==> src/rtl/cpu_types_pkg.sv <==
// Shared types for the pipelined MIPS core.
package cpu_types_pkg;

  localparam int unsigned WORD_W = 32;

  typedef logic [WORD_W-1:0] word_t;

  typedef enum logic [1:0] {
    FETCH  = 2'd0,
    SQUASH = 2'd1,
    HALTED = 2'd2
  } fetch_state_t;

endpackage

==> src/rtl/fetch_unit.sv <==
// Instruction-fetch stage: owns the PC, drives the imem read port and feeds IF/ID.
// Redirects that arrive during an outstanding miss are parked until the miss completes.
module fetch_unit
  import cpu_types_pkg::*;
#(
  parameter word_t PC_INIT = 32'h0000_0000
) (
  input  logic  CLK,
  input  logic  RST,
  input  logic  ihit,
  input  word_t imemload,
  input  logic  stall,
  input  logic  redirect,
  input  word_t redirect_pc,
  input  logic  halt,
  output logic  imemREN,
  output word_t imemaddr,
  output word_t instruction,
  output word_t pc_src,
  output logic  disable_fetch
);

  word_t        pc, pc_next;
  word_t        pend_pc, pend_pc_next;
  fetch_state_t state, state_next;

  // State register
  always_ff @(posedge CLK or posedge RST) begin
    if (RST) begin
      pc      <= PC_INIT;
      pend_pc <= '0;
      state   <= FETCH;
    end else begin
      pc      <= pc_next;
      pend_pc <= pend_pc_next;
      state   <= state_next;
    end
  end

  // Next-PC selection and FSM transitions
  always_comb begin
    pc_next      = pc;
    pend_pc_next = pend_pc;
    state_next   = state;
    unique case (state)
      FETCH: begin
        if (redirect && ihit) begin
          pc_next = redirect_pc;
        end else if (redirect) begin
          // Keep pc so the cache can finish the request it is working on
          pend_pc_next = redirect_pc;
          state_next   = SQUASH;
        end else if (halt) begin
          state_next = HALTED;
        end else if (!stall && ihit) begin
          pc_next = pc + 32'd4;
        end
      end
      SQUASH: begin
        if (redirect) pend_pc_next = redirect_pc;
        if (ihit) begin
          pc_next    = redirect ? redirect_pc : pend_pc;
          state_next = FETCH;
        end
      end
      HALTED: begin
        state_next = HALTED;
      end
      default: begin
        state_next = FETCH;
      end
    endcase
  end

  assign imemaddr      = pc;
  assign imemREN       = (state != HALTED);
  assign instruction   = ihit ? imemload : 32'h0000_0000;
  assign pc_src        = pc + 32'd4;
  assign disable_fetch = stall | redirect | (state != FETCH);

endmodule

==> config.mk <==
export PLATFORM = sky130hd
export DESIGN_NAME = fetch_unit
export DESIGN_NICKNAME = d
export VERILOG_FILES = /design/src/rtl/cpu_types_pkg.sv /design/src/rtl/fetch_unit.sv
export SDC_FILE = /design/constraint.sdc
export NUM_CORES = 1
export LEC_CHECK = 0
export CORE_ASPECT_RATIO = 0.9
export CORE_MARGIN = 2
export CORE_UTILIZATION = 30
export CTS_CLUSTER_DIAMETER = 30
export DETAILED_ROUTE_END_ITERATION = 10
export PLACE_DENSITY = 0.59
export SLEW_MARGIN = 25
export SYNTH_ARGS = -nofsm -noshare
export SYNTH_HDL_FRONTEND = slang
export SYNTH_SLANG_ARGS = --single-unit
==> constraint.sdc <==
create_clock -name CLK -period 2.92 [get_ports CLK]
set_input_delay 0.876 -clock CLK [delete_from_list [all_inputs] [get_ports CLK]]
set_output_delay 0.876 -clock CLK [all_outputs]
set_load 0.05 [all_outputs]
==> impl_metrics.toml <==
[sta]
rsz0062_at_grt = "yes"
timing.final.crit_share = 0.999
max_freq_mhz = 343
worstMarginPinSlew_ns = 0.749
setup_violations = 0
finClkSkew_ns = 0.00750
slew_viol_final = 0
fin_setup_tns_ns = 0
period_needed_ns = 2.92
max-slew-margin-rel = 0.501
finalHoldViolations = 0

[finish]
syn_to_final_growth_pct = 81.7
final_cell_mix = "clkdlybuf4s50_1, buf_12, dfrtp_1"
drive_above_1_share = 0.345
final_cell_area_um2 = 7480
diodes = 0
final_nets = 695
postLayoutCoreUtil = 0.560
mostFrequentLayoutCell = "clkdlybuf4s50_1"

[detailed_routing]
post_drt_wl_per_cell_um = 18.7
drcViolationCount = 0
routed_wl_um = 14900
antenna_left = 0
route.vias.total = 4271
dr.pass1.iters = 5
vias_per_cell = 5.36
drt-initial-drc-count = 325

[global_routing]
antenna_found_initial = 0
grt_pass1_vias = 4140
gr-total-overflow = 0
grt_pass1_wl_um = 23000
grt_use_total = 0.203
grt_start_max_net_pins = 42

[floorplan]
num_io_pins = 168
die_y_um = 115
core-area_um2 = 13400
dieArea_um2 = 14700
die_x_um = 128
floorplan.initialDensity = 0.308
placementRows = 40

[power]
cellLeakagePower_nw = 3.01
p_comb_frac = 0.617
p_sw_frac = 0.464
p_int_mw = 3.81
clockPowerShare = 0.134
p_seq_frac = 0.248
switchingPower_mw = 3.30
total_power_mw = 7.12
ir_drop_mv = 0.806
power_density_nw_per_um2 = 951

[critical_path]
worstRegToRegCells = 7
required_ns = 2.04
cp-startpoint = "imemaddr[2]"
crit_path_start_kind = "register"
crit_fanout = 5
crit_chain = "ha_1, and3_4, and4_4, and4_4, xor2_4, buf_12"
critical_path_arrival_ns = 2.04
timing.rr.end = "imemaddr[26]"
cp_common_cell = "and4_4"
worstReg2RegStart = "imemaddr[2]"
r2r_slack_ns = 0.97
endpoint_kind = "primary output"
cp-endpoint = "pc_src[28]"
criticalPathCategory = "reg -> out"
slowest_delay_ns = 0.36
cp_slowest_cell = "dfrtp_2"

[cts]
numCtsBuffers = 9
clock_path_buffers = 2
clock_latency_ns = 0.34
clk_pin_slew_ns = 0.05
h-tree-depth = 3
clock-root-buffer = "clkbuf_16"
clock-sinks = 66
cts_tree = "yes"

[synthesis]
yosysSeqAreaShare = 0.401
yosys.area.top_type = "dfrtp_1"
yosysTopAreaCellShare = 0.401
synth_cell_types = 49
synthFlopType = "dfrtp_1"
ys_ff_latch = 66
ys_top_cells_by_area = "dfrtp_1, mux2_2, and2_1"
netlist_area_um2 = 4120
syn_nets = 503
synthCells = 432
synthArstFlopShare = 1.00
yosys_warnings = 0
avgSynthCellArea_um2 = 9.53
synth-edff-count = 0

[placement]
dpl.hpwl_um = 10800
place.gp.congestion = 0.876
place_area_um2 = 6950
port_buffers = 167

[outcome]
status = "finished, final reports clean"

[job]
maxCapViolations = 0

[min_path]
hold_class = "reg -> reg"
==> metrics by stage <==
| stage | setup slack [ns] | hold slack (ns) | std cells |
|---|---|---|---|
| final | 0.00190 | 0.502 | 797 |
| after global routing | -0.0673 | 0.514 | 797 |
| after CTS | -0.00571 | 0.508 | 784 |
| after detailed placement | 0.0685 | 0.497 | 762 |
| after global placement | 0.0909 | 0.489 | 762 |
| after floorplan | -0.0180 | 0.473 | 432 |
==> layout make-up <==
class | count | area [µm²]
fill | 1128 | 5880
timing repair buffer | 217 | 2720
multi-input combinational | 322 | 2600
sequential | 66 | 1670
clock buffer | 15 | 248
tap | 168 | 210
inverter | 8 | 30.0
clock inverter | 1 | 5.00
==> routing by layer <==
metal / part of all wire / GRT usage / wire length, µm / vias to the layer above
li1: - / - / - / 1994
met1: 0.45 / 0.276 / 6650 / 2109
met2: 0.49 / 0.327 / 7260 / 147
met3: 0.051 / 0.0489 / 757 / 21
met4: 0.016 / 0.0527 / 234 / 0
met5: 0 / 0 / 0 / -
==> cells by family after synthesis <==
group	synth area share
compound gates	0.194
xor+xnor	0.0595
fa+ha+maj	0.00304
buf+inv	0.0507
flops	0.401
mux	0.0847
simple gates	0.207
==> state kept, by name (all words and copies together), names as in the netlist <==
register  count
imemaddr     32
pend_pc      32
state         2
==> worst min path at each step <==
stage	end	cells after the start	from	slack, ns
2_1_floorplan	pend_pc[0]	1	pend_pc[0]	0.47
3_3_place_gp	pend_pc[1]	1	pend_pc[1]	0.49
3_5_place_dp	pend_pc[30]	1	pend_pc[30]	0.50
4_1_cts	pend_pc[30]	1	pend_pc[30]	0.51
5_1_grt	pend_pc[16]	1	pend_pc[16]	0.51
6_report	pend_pc[30]	1	pend_pc[30]	0.50
==> synthesized netlist by cell type (5+ instances only) <==
master / number
xnor2_1: 22
o22ai_1: 15
clkbuf_1: 9
nand3_1: 15
nor3_1: 5
nand2_1: 23
buf_2: 23
xor2_1: 6
dfrtp_1: 66
o22a_1: 18
and3_1: 11
and2_1: 33
o221ai_1: 6
o21ai_0: 12
a21oi_1: 25
nor2_1: 23
a31oi_1: 9
and4_1: 8
nand4_1: 13
a2bb2oi_1: 5
mux2_2: 31
inv_1: 8
==> power groups by stage <==
stage	clock [mW]	sequential (mW)	combinational (mW)
finish	0.955	1.77	4.39
CTS	0.973	1.78	4.26
global placement	0	1.75	4.17
global route	1.02	1.82	4.58
detailed placement	0	1.78	4.21
floorplan	0	2.32	1.90
==> critical path: cells and delay by family (launching register included) <==
kind	cells	cell delay, ns
XOR/XNOR	1	0.17
adder cells (fa/ha/maj)	1	0.24
AND/OR/NAND/NOR	3	0.78
buffers and inverters	1	0.15
flip-flops	1	0.36
==> timing repair <==
| action | 4_1_cts | 5_1_grt |
|---|---|---|
| endpoints found under the hold margin | 0 | 0 |
| setup endpoints to repair | 17 | 19 |
| resized for setup | 14 | 15 |
| setup buffers | 6 | 13 |
| pin swaps | 5 | 8 |
| hold buffers | 0 | 0 |
Power figures use the tool's default switching activity.
